--- config.mk ---
export PLATFORM = sky130hd
export DESIGN_NAME = mac_row_engine
export DESIGN_NICKNAME = d
export VERILOG_FILES = /design/src/rtl/mac_pkg.sv /design/src/rtl/flex_counter.sv /design/src/rtl/mac_lane_tree.sv /design/src/rtl/mac_row_engine.sv
export SDC_FILE = /design/constraint.sdc
export NUM_CORES = 1
export LEC_CHECK = 0
export ABC_AREA = 1
export CAP_MARGIN = 10
export CORE_MARGIN = 2
export CORE_UTILIZATION = 56
export DETAILED_ROUTE_END_ITERATION = 8
export PLACE_DENSITY = 0.92
export SLEW_MARGIN = 0
export SYNTH_ARGS = -nofsm -noshare
export SYNTH_HDL_FRONTEND = slang
export SYNTH_HIERARCHICAL = 1
export SYNTH_SLANG_ARGS = --single-unit
--- constraint.sdc ---
create_clock -name clk -period 2.9 [get_ports clk]
set_clock_uncertainty 0.1 [all_clocks]
set_input_delay 0.29 -clock clk [delete_from_list [all_inputs] [get_ports clk]]
set_output_delay 0.29 -clock clk [all_outputs]
set_load 0.1 [all_outputs]
--- src/rtl/mac_pkg.sv ---
// Shared state encoding and arithmetic helpers for the MAC row engine.
package mac_pkg;

   typedef enum logic [2:0] {IDLE, RUN, DRAIN, POST, DONE} state_t;

   function automatic int beats_of(input int vec_len, input int lanes);
      return vec_len / lanes;
   endfunction

   // Clamp a wide signed value into the two's complement range of 'width' bits.
   function automatic logic signed [63:0] sat_signed(input logic signed [63:0] value,
                                                     input int width);
      logic signed [63:0] maxv;
      logic signed [63:0] minv;
      maxv = (64'sd1 <<< (width - 1)) - 64'sd1;
      minv = -(64'sd1 <<< (width - 1));
      if (value > maxv) return maxv;
      if (value < minv) return minv;
      return value;
   endfunction

endpackage

--- src/rtl/flex_counter.sv ---
// Generic up-counter with synchronous clear; wraps to 1 after reaching rollover_val.
module flex_counter #(
   parameter int NUM_CNT_BITS = 4
) (
   input  logic                    clk,
   input  logic                    n_rst,
   input  logic                    clear,
   input  logic                    count_enable,
   input  logic [NUM_CNT_BITS-1:0] rollover_val,
   output logic [NUM_CNT_BITS-1:0] count_out,
   output logic                    rollover_flag
);

   logic [NUM_CNT_BITS-1:0] r_count;

   always_ff @(posedge clk or negedge n_rst) begin
      if (!n_rst) begin
         r_count <= '0;
      end else if (clear) begin
         r_count <= '0;
      end else if (count_enable) begin
         r_count <= (r_count == rollover_val) ? NUM_CNT_BITS'(1)
                                              : r_count + NUM_CNT_BITS'(1);
      end
   end

   assign count_out     = r_count;
   assign rollover_flag = (r_count == rollover_val);

endmodule

--- src/rtl/mac_lane_tree.sv ---
// Combinational LANES-way unsigned-pixel x signed-weight multiply and full-width sum.
module mac_lane_tree #(
   parameter int LANES = 2,
   parameter int PIX_W = 8,
   parameter int WGT_W = 16,
   parameter int SUM_W = 27
) (
   input  logic [LANES*PIX_W-1:0]  i_pix,
   input  logic [LANES*WGT_W-1:0]  i_wgt,
   output logic signed [SUM_W-1:0] o_sum
);

   localparam int PROD_W = PIX_W + WGT_W + 1;

   logic signed [PROD_W-1:0] w_prod [LANES];

   // Pixel is zero-extended so an unsigned 255 never reads as -1.
   for (genvar l = 0; l < LANES; l++) begin : g_lane
      logic signed [PROD_W-1:0] w_pix_ext;
      logic signed [PROD_W-1:0] w_wgt_ext;
      assign w_pix_ext = {{(WGT_W + 1){1'b0}}, i_pix[l*PIX_W +: PIX_W]};
      assign w_wgt_ext = {{(PIX_W + 1){i_wgt[l*WGT_W + WGT_W - 1]}}, i_wgt[l*WGT_W +: WGT_W]};
      assign w_prod[l] = w_pix_ext * w_wgt_ext;
   end

   always_comb begin
      o_sum = '0;
      for (int l = 0; l < LANES; l++) begin
         o_sum = o_sum + SUM_W'(w_prod[l]);
      end
   end

endmodule

--- src/rtl/mac_row_engine.sv ---
// Dot-product engine for one fully-connected neuron row: stream, accumulate, bias, ReLU, saturate.
module mac_row_engine
   import mac_pkg::*;
#(
   parameter int LANES      = 2,
   parameter int VEC_LEN    = 784,
   parameter int NUM_ROWS   = 10,
   parameter int ROW_W      = 4,
   parameter int PIX_W      = 8,
   parameter int WGT_W      = 16,
   parameter int ACC_W      = 32,
   parameter int OUT_W      = 16,
   parameter int FRAC_SHIFT = 0,
   parameter int PIX_ADDR_W = 10,
   parameter int WGT_ADDR_W = 13,
   parameter int PIX_BASE   = 0,
   parameter int WGT_BASE   = 0
) (
   input  logic                          clk,
   input  logic                          n_rst,
   input  logic                          start,
   input  logic [ROW_W-1:0]              row_select,
   input  logic                          relu_en,
   input  logic signed [OUT_W-1:0]       bias_value,
   output logic [LANES*PIX_ADDR_W-1:0]   pix_addr,
   input  logic [LANES*PIX_W-1:0]        pix_data,
   output logic [LANES*WGT_ADDR_W-1:0]   wgt_addr,
   input  logic [LANES*WGT_W-1:0]        wgt_data,
   output logic                          busy,
   output logic                          done,
   output logic signed [OUT_W-1:0]       row_result,
   output logic                          overflow
);

   localparam int BEATS  = beats_of(VEC_LEN, LANES);
   localparam int CNT_W  = $clog2(BEATS + 1);
   localparam int PROD_W = PIX_W + WGT_W + 1;
   localparam int SUM_W  = PROD_W + $clog2(LANES) + 1;

   state_t                   r_state;
   logic                     r_busy;
   logic                     r_done;
   logic                     r_ovf;
   logic                     r_valid;
   logic                     r_relu;
   logic [ROW_W-1:0]         r_row;
   logic signed [OUT_W-1:0]  r_bias;
   logic signed [OUT_W-1:0]  r_result;
   logic signed [ACC_W-1:0]  r_acc;

   logic [CNT_W-1:0]         w_cnt;
   logic [CNT_W-1:0]         w_beat;
   logic                     w_rollover;
   logic                     w_cnt_en;
   logic                     w_accept;
   logic                     w_last_beat;
   logic signed [SUM_W-1:0]  w_lane_sum;
   logic signed [63:0]       w_acc_sum;
   logic signed [63:0]       w_acc_sat;
   logic signed [63:0]       w_v;
   logic signed [63:0]       w_v_relu;
   logic signed [63:0]       w_v_sat;
   logic                     w_acc_ovf;
   logic                     w_out_ovf;

   assign w_accept    = (r_state == IDLE) && start && (32'(row_select) < NUM_ROWS);
   assign w_last_beat = (w_cnt == CNT_W'(BEATS - 1));
   assign w_cnt_en    = (r_state == RUN) && !w_rollover;

   flex_counter #(
      .NUM_CNT_BITS(CNT_W)
   ) u_beat_cnt (
      .clk          (clk),
      .n_rst        (n_rst),
      .clear        (w_accept),
      .count_enable (w_cnt_en),
      .rollover_val (CNT_W'(BEATS)),
      .count_out    (w_cnt),
      .rollover_flag(w_rollover)
   );

   // Outside RUN every lane parks on its beat-0 address so the SRAMs never see X.
   always_comb begin
      w_beat   = (r_state == RUN) ? w_cnt : '0;
      pix_addr = '0;
      wgt_addr = '0;
      for (int l = 0; l < LANES; l++) begin
         pix_addr[l*PIX_ADDR_W +: PIX_ADDR_W] =
            PIX_ADDR_W'(PIX_BASE + 32'(w_beat) * LANES + l);
         wgt_addr[l*WGT_ADDR_W +: WGT_ADDR_W] =
            WGT_ADDR_W'(WGT_BASE + 32'(r_row) * VEC_LEN + 32'(w_beat) * LANES + l);
      end
   end

   mac_lane_tree #(
      .LANES(LANES),
      .PIX_W(PIX_W),
      .WGT_W(WGT_W),
      .SUM_W(SUM_W)
   ) u_tree (
      .i_pix(pix_data),
      .i_wgt(wgt_data),
      .o_sum(w_lane_sum)
   );

   // Saturating accumulate and post-processing are evaluated at 64 bits so nothing wraps.
   assign w_acc_sum = 64'(r_acc) + 64'(w_lane_sum);
   assign w_acc_sat = sat_signed(w_acc_sum, ACC_W);
   assign w_acc_ovf = (w_acc_sat != w_acc_sum);
   assign w_v       = (64'(r_acc) + (64'(r_bias) <<< FRAC_SHIFT)) >>> FRAC_SHIFT;
   assign w_v_relu  = (r_relu && (w_v < 64'sd0)) ? 64'sd0 : w_v;
   assign w_v_sat   = sat_signed(w_v_relu, OUT_W);
   assign w_out_ovf = (w_v_sat != w_v_relu);

   // Memory data lags the address by one cycle, so r_valid marks cycles carrying real data.
   always_ff @(posedge clk or negedge n_rst) begin
      if (!n_rst) begin
         r_state  <= IDLE;
         r_busy   <= 1'b0;
         r_done   <= 1'b0;
         r_ovf    <= 1'b0;
         r_valid  <= 1'b0;
         r_relu   <= 1'b0;
         r_row    <= '0;
         r_bias   <= '0;
         r_result <= '0;
         r_acc    <= '0;
      end else begin
         r_valid <= (r_state == RUN);
         r_done  <= 1'b0;
         case (r_state)
            IDLE: begin
               if (w_accept) begin
                  r_row   <= row_select;
                  r_relu  <= relu_en;
                  r_bias  <= bias_value;
                  r_acc   <= '0;
                  r_ovf   <= 1'b0;
                  r_busy  <= 1'b1;
                  r_state <= RUN;
               end
            end
            RUN: begin
               if (r_valid) begin
                  r_acc <= w_acc_sat[ACC_W-1:0];
                  if (w_acc_ovf) r_ovf <= 1'b1;
               end
               if (w_last_beat) r_state <= DRAIN;
            end
            DRAIN: begin
               if (r_valid) begin
                  r_acc <= w_acc_sat[ACC_W-1:0];
                  if (w_acc_ovf) r_ovf <= 1'b1;
               end
               r_state <= POST;
            end
            POST: begin
               r_result <= w_v_sat[OUT_W-1:0];
               if (w_out_ovf) r_ovf <= 1'b1;
               r_done  <= 1'b1;
               r_state <= DONE;
            end
            DONE: begin
               r_busy  <= 1'b0;
               r_state <= IDLE;
            end
            default: r_state <= IDLE;
         endcase
      end
   end

   assign busy       = r_busy;
   assign done       = r_done;
   assign row_result = r_result;
   assign overflow   = r_ovf;

endmodule

==> out/qor.json, run 1 <==
{
  "htreeDepth": {"value": 3},
  "ioPinCount": {"value": 137},
  "clock_path_buffers": {"value": 2},
  "postSynthRegisterBits": {"value": 85},
  "postSynth.topFlopCell": {"value": "sky130_fd_sc_hd__dfrtp_1"},
  "failing_step": {"value": "global routing (5_1_grt)"},
  "synth-seq-area-share": {"value": 0.110},
  "chipWidth": {"value": 190, "unit": "µm"},
  "post_synth_inst_count": {"value": 2795},
  "toolErrorMsg": {"value": "[ERROR GRT-0116] Global routing finished with congestion. Check the congestion regions in the DRC Viewer."},
  "grt_max_degree": {"value": 52},
  "synthDistinctLibCells": {"value": 49},
  "initial_core_util": {"value": 0.564},
  "placement.cell_area": {"value": 0.0243, "unit": "mm²"},
  "netlist_top_cells_count": {"value": "sky130_fd_sc_hd__nand2_1 (857), sky130_fd_sc_hd__inv_1 (699), sky130_fd_sc_hd__fa_1 (252)"},
  "gp_congestion": {"value": 1.04},
  "async_reset_ff_frac": {"value": 1.00},
  "synth_area_leader_cell": {"value": "sky130_fd_sc_hd__fa_1"},
  "std_cell_rows": {"value": 68},
  "first_global_vias": {"value": 28600},
  "synth_top_area_share": {"value": 0.261},
  "synth_edf_count": {"value": 0},
  "grt_remaining_overflow": {"value": 12},
  "synth_most_common_cell": {"value": "sky130_fd_sc_hd__nand2_1"},
  "gr-usage-all-layers": {"value": 0.680},
  "post_synth.cell_area_avg": {"value": 6.92, "unit": "µm²"},
  "die_h": {"value": 190, "unit": "µm"},
  "grt_first_pass_wirelength": {"value": 179, "unit": "mm"},
  "port_bufs": {"value": 132},
  "netlist_top_cells_area": {"value": "sky130_fd_sc_hd__fa_1 (26%), sky130_fd_sc_hd__nand2_1 (17%), sky130_fd_sc_hd__inv_1 (14%)"},
  "tritoncts.num_buffers": {"value": 9},
  "dpl.hpwl": {"value": 55.5, "unit": "mm"},
  "clk_root_buf": {"value": "sky130_fd_sc_hd__clkbuf_16"},
  "run_status": {"value": "stopped before the end"},
  "syn_area": {"value": 0.0193, "unit": "mm²"},
  "number_of_sinks_on_the_clock_net": {"value": 85},
  "synth_warnings": {"value": 6}
}
## repair_timing
action                                 4_1_cts
resized for setup                          386
endpoints found under the hold margin       50
pin swaps                                  211
buffers inserted                            80
cloned                                      13
hold buffers                                 1
setup endpoints to repair                   60
## per-layer routing
| metal | global-route usage | overflow |
|---|---|---|
| met1 | 0.679 | 1 |
| met5 | 0.284 | 0 |
| met2 | 0.824 | 7 |
| met3 | 0.574 | 0 |
| met4 | 0.635 | 4 |
## stage by stage
step           worst slack [ns]   util  hold slack (ns)  cells
3_5_place_dp              -5.11  0.708            0.276   3629
3_3_place_gp              -4.74  0.708            0.263   3629
4_1_cts                   -3.94  0.770            0.345   3739
2_1_floorplan             -3.66      -           -0.106   2808
## cell families after synthesis
kind of cell | after synthesis | synth area share
adders and majority gates | 419 | 0.369
and+or+nand+nor | 1203 | 0.258
AOI/OAI and AO/OA | 196 | 0.0614
buffers and inverters | 816 | 0.168
other | 2 | 0.000388
xor gates and xnor gates | 74 | 0.0335
DFF | 85 | 0.110
==> run 2: changes to the inputs <==
CORE_UTILIZATION = 40   (was 56)
PLACE_DENSITY = not set   (was 0.92)
PLACE_DENSITY_LB_ADDON = 0.15   (was not set)
clock period = 3.75 ns   (was 2.9 ns; I/O delays follow)
==> out/qor.json, run 2 <==
{
  "cts_tree": {"value": "built"},
  "unrepaired_setup_endpoints_after_global_routing": {"value": "yes"},
  "synthDistinctLibCells": {"value": 49, "change": "unchanged"},
  "coreArea": {"value": 0.0477, "unit": "mm²"},
  "max_freq": {"value": 146, "unit": "MHz"},
  "clk_root_buf": {"value": "sky130_fd_sc_hd__clkbuf_16"},
  "fillerInstances": {"value": 4599},
  "largest_register_ff_count": {"value": 32},
  "clk_transition_reported_paths": {"value": 0.07, "unit": "ns"},
  "postSynthRegisterBits": {"value": 85, "change": "unchanged"},
  "worst_skew_pair.late_latency": {"value": 0.36, "unit": "ns"},
  "postSynth.topFlopCell": {"value": "sky130_fd_sc_hd__dfrtp_1"},
  "first_iter_violations": {"value": 906},
  "finalSetupViolations": {"value": 33},
  "drtPass1Iterations": {"value": 5},
  "synth_area_leader_cell": {"value": "sky130_fd_sc_hd__fa_1"},
  "timing.slew.headroom": {"value": 0.336},
  "synth_warnings": {"value": 6, "change": "unchanged"},
  "criticalPathCategory": {"value": "in2reg"},
  "period_share": {"value": 1.82},
  "wire_per_inst": {"value": 14.9, "unit": "µm"},
  "final_common_cell": {"value": "sky130_fd_sc_hd__nand2_1"},
  "synth_edf_count": {"value": 0, "change": "unchanged"},
  "dpl.hpwl": {"value": 46.3, "unit": "mm", "change": "-17%"},
  "port_bufs": {"value": 132, "change": "unchanged"},
  "die_h": {"value": 224, "unit": "µm", "change": "+18%"},
  "post_synth_inst_count": {"value": 2795, "change": "unchanged"},
  "worst_path_most_repeated_cell": {"value": "sky130_fd_sc_hd__buf_4"},
  "detailroute.via_count": {"value": 18000},
  "r2r_cells": {"value": 19},
  "gp_congestion": {"value": 0.929, "change": "-11%"},
  "fin_ws": {"value": -3.08, "unit": "ns"},
  "tritoncts.num_buffers": {"value": 9, "change": "unchanged"},
  "post_synth.cell_area_avg": {"value": 6.92, "unit": "µm²", "change": "unchanged"},
  "violations_in_the_final_reports": {"value": "negative setup slack"},
  "clock_path_buffers": {"value": 2, "change": "unchanged"},
  "chipWidth": {"value": 224, "unit": "µm", "change": "+18%"},
  "number_of_sinks_on_the_clock_net": {"value": 85, "change": "unchanged"},
  "hold_buffers": {"value": 0, "change": "-1"},
  "first_global_vias": {"value": 18200},
  "hp-class": {"value": "in2async"},
  "cpLargestDelayFamily": {"value": "adder cells"},
  "postRouteWirelength": {"value": 56.3, "unit": "mm"},
  "cp.depth": {"value": 40},
  "drive_gt1_frac": {"value": 0.243},
  "initial_core_util": {"value": 0.405, "change": "-0.159"},
  "crit_path_start_kind": {"value": "primary input"},
  "std_cell_rows": {"value": 80, "change": "+18%"},
  "synth_top_area_share": {"value": 0.261, "change": "unchanged"},
  "registers.top_by_ff_count": {"value": "r_acc"},
  "gr-usage-all-layers": {"value": 0.230},
  "number_of_antenna_violations_at_the_first_check_in_global_routing": {"value": 0},
  "grt_remaining_overflow": {"value": 0},
  "final_net_count": {"value": 3647},
  "placement.cell_area": {"value": 0.0236, "unit": "mm²", "change": "-2.8%"},
  "syn_area": {"value": 0.0193, "unit": "mm²", "change": "unchanged"},
  "synth-seq-area-share": {"value": 0.110, "change": "unchanged"},
  "synth_most_common_cell": {"value": "sky130_fd_sc_hd__nand2_1"},
  "htreeDepth": {"value": 3, "change": "unchanged"},
  "critical_path.max_fanout": {"value": 6},
  "cp_num_buf_inv": {"value": 16},
  "final_hold_viol_count": {"value": 0},
  "regArea": {"value": 0.00213, "unit": "mm²"},
  "post_drt_via_cell_ratio": {"value": 4.76},
  "critical_path_arrival": {"value": 7.03, "unit": "ns"},
  "run_status": {"value": "finished, violations left"},
  "ioPinCount": {"value": 137, "change": "unchanged"},
  "grt_max_degree": {"value": 65},
  "drc": {"value": 0},
  "max_cap_viol_count": {"value": 0},
  "timing_worst_slew_pin_value": {"value": 0.993, "unit": "ns"},
  "netlist_top_cells_area": {"value": "sky130_fd_sc_hd__fa_1 (26%), sky130_fd_sc_hd__nand2_1 (17%), sky130_fd_sc_hd__inv_1 (14%)"},
  "slowest_delay": {"value": 0.57, "unit": "ns"},
  "netlist_top_cells_count": {"value": "sky130_fd_sc_hd__nand2_1 (857), sky130_fd_sc_hd__inv_1 (699), sky130_fd_sc_hd__fa_1 (252)"},
  "final_cell_mix": {"value": "sky130_fd_sc_hd__nand2_1 (776), sky130_fd_sc_hd__inv_1 (661), sky130_fd_sc_hd__buf_4 (307)"},
  "antennaDiodeCount": {"value": 0},
  "async_reset_ff_frac": {"value": 1.00, "change": "unchanged"},
  "fin_area": {"value": 0.0256, "unit": "mm²"},
  "grt_first_pass_wirelength": {"value": 92.2, "unit": "mm"},
  "worst-endpoint-required": {"value": 3.95, "unit": "ns"},
  "die_ar": {"value": 0.0501, "unit": "mm²"},
  "multiInputGateArea": {"value": 0.0155, "unit": "mm²"},
  "antenna_viol_nets_final": {"value": 0},
  "critical_path.slowest_cell": {"value": "sky130_fd_sc_hd__fa_1"},
  "cp-end-kind": {"value": "register"},
  "slew_violations": {"value": 0},
  "synthToLayoutAreaGrowth": {"value": 32.4, "unit": "%"},
  "post-route-min-period": {"value": 6.83, "unit": "ns"}
}
-- run 2: cell counts after synthesis --
No cell type changed its count.
-- run 2: timing repair --
action	4_1_cts	5_1_grt
pin swaps	137	68
gates cloned	12	2
gates resized for setup	319	114
endpoints found under the setup margin	33	52
buffers inserted	51	15
-- run 2: path summary, 6_finish.rpt --
path	startpoint	end	slack [ns]
worst min register to register	r_bias[4]	r_bias[4]	0.39
worst max register to register	r_bias[15]	row_result[13]	0.44
worst min-delay path	n_rst	u_beat_cnt/count_out[2]	0.001
min in group clk	r_bias[4]	r_bias[4]	0.39
worst max-delay path	pix_data[10]	r_acc[28]	-3.08
max in group asynchronous	n_rst	r_row[1]	2.72
-- run 2: layout make-up --
cell class,count,area share
Timing Repair Buffer,448,0.165
Clock inverter,7,0.00337
Clock buffer,9,0.00879
Tap cell,615,0.0300
Multi-Input combinational cell,1907,0.606
Sequential cell,85,0.0831
Inverter,705,0.104
-- run 2: cells by family (layout without fill, tap and decap cells) --
| kind of cell | after synthesis | count (layout) | synth area share |
|---|---|---|---|
| buffers and inverters | 816 | 1169 | 0.168 |
| XOR/XNOR | 74 | 74 | 0.0335 |
| other | 2 | 15 | 0.000388 |
| adder cells (fa/ha/maj) | 419 | 419 | 0.369 |
| flip-flops | 85 | 85 | 0.110 |
| AO/OA/AOI/OAI | 196 | 196 | 0.0614 |
| AND/OR/NAND/NOR | 1203 | 1203 | 0.258 |
-- run 2: through the flow --
step           std cells  TNS [ns]  setup WS, ns  utilization  hold slack (ns)
2_1_floorplan       2808    -95.95         -2.90            -          -0.0206
3_3_place_gp        3683   -131.40         -4.01        0.494            0.362
3_5_place_dp        3683   -132.30         -4.06        0.494            0.369
4_1_cts             3762    -98.53         -3.03        0.528           0.0339
5_1_grt             3776   -109.24         -3.36        0.536           0.0783
6_report            3776   -100.42         -3.08        0.536          0.00112
-- run 2: per-layer routing --
layer  vias up  share of wire  global-route usage
met5         -              0                   0
met4         0          0.018              0.0505
met3        59          0.035              0.0155
met2       360           0.49               0.397
met1      8669           0.46               0.317
li1       8891              -                   -
-- run 2: worst register-to-register path, cell delays in order, from the launching register on --
cell and delay [ns]:
sky130_fd_sc_hd__dfrtp_2 0.56, sky130_fd_sc_hd__ha_1 0.46, sky130_fd_sc_hd__nand2_1 0.11, sky130_fd_sc_hd__nand2_1 0.13, sky130_fd_sc_hd__nand2_1 0.09, sky130_fd_sc_hd__nand2_1 0.07, sky130_fd_sc_hd__inv_1 0.05, sky130_fd_sc_hd__nand2_1 0.11
sky130_fd_sc_hd__a21oi_4 0.16, sky130_fd_sc_hd__nand3_1 0.14, sky130_fd_sc_hd__nand3_2 0.24, sky130_fd_sc_hd__nand3_1 0.12, sky130_fd_sc_hd__nor2_1 0.12, sky130_fd_sc_hd__nand2_1 0.07, sky130_fd_sc_hd__nor2_2 0.11, sky130_fd_sc_hd__nand2_2 0.07
sky130_fd_sc_hd__nand2_4 0.06, sky130_fd_sc_hd__buf_4 0.23, sky130_fd_sc_hd__nand3b_1 0.14, sky130_fd_sc_hd__a21oi_2 0.13
Power of run 2 is not shown: default switching activity piles up to over one toggle a cycle in this logic, so the estimate is an artifact.
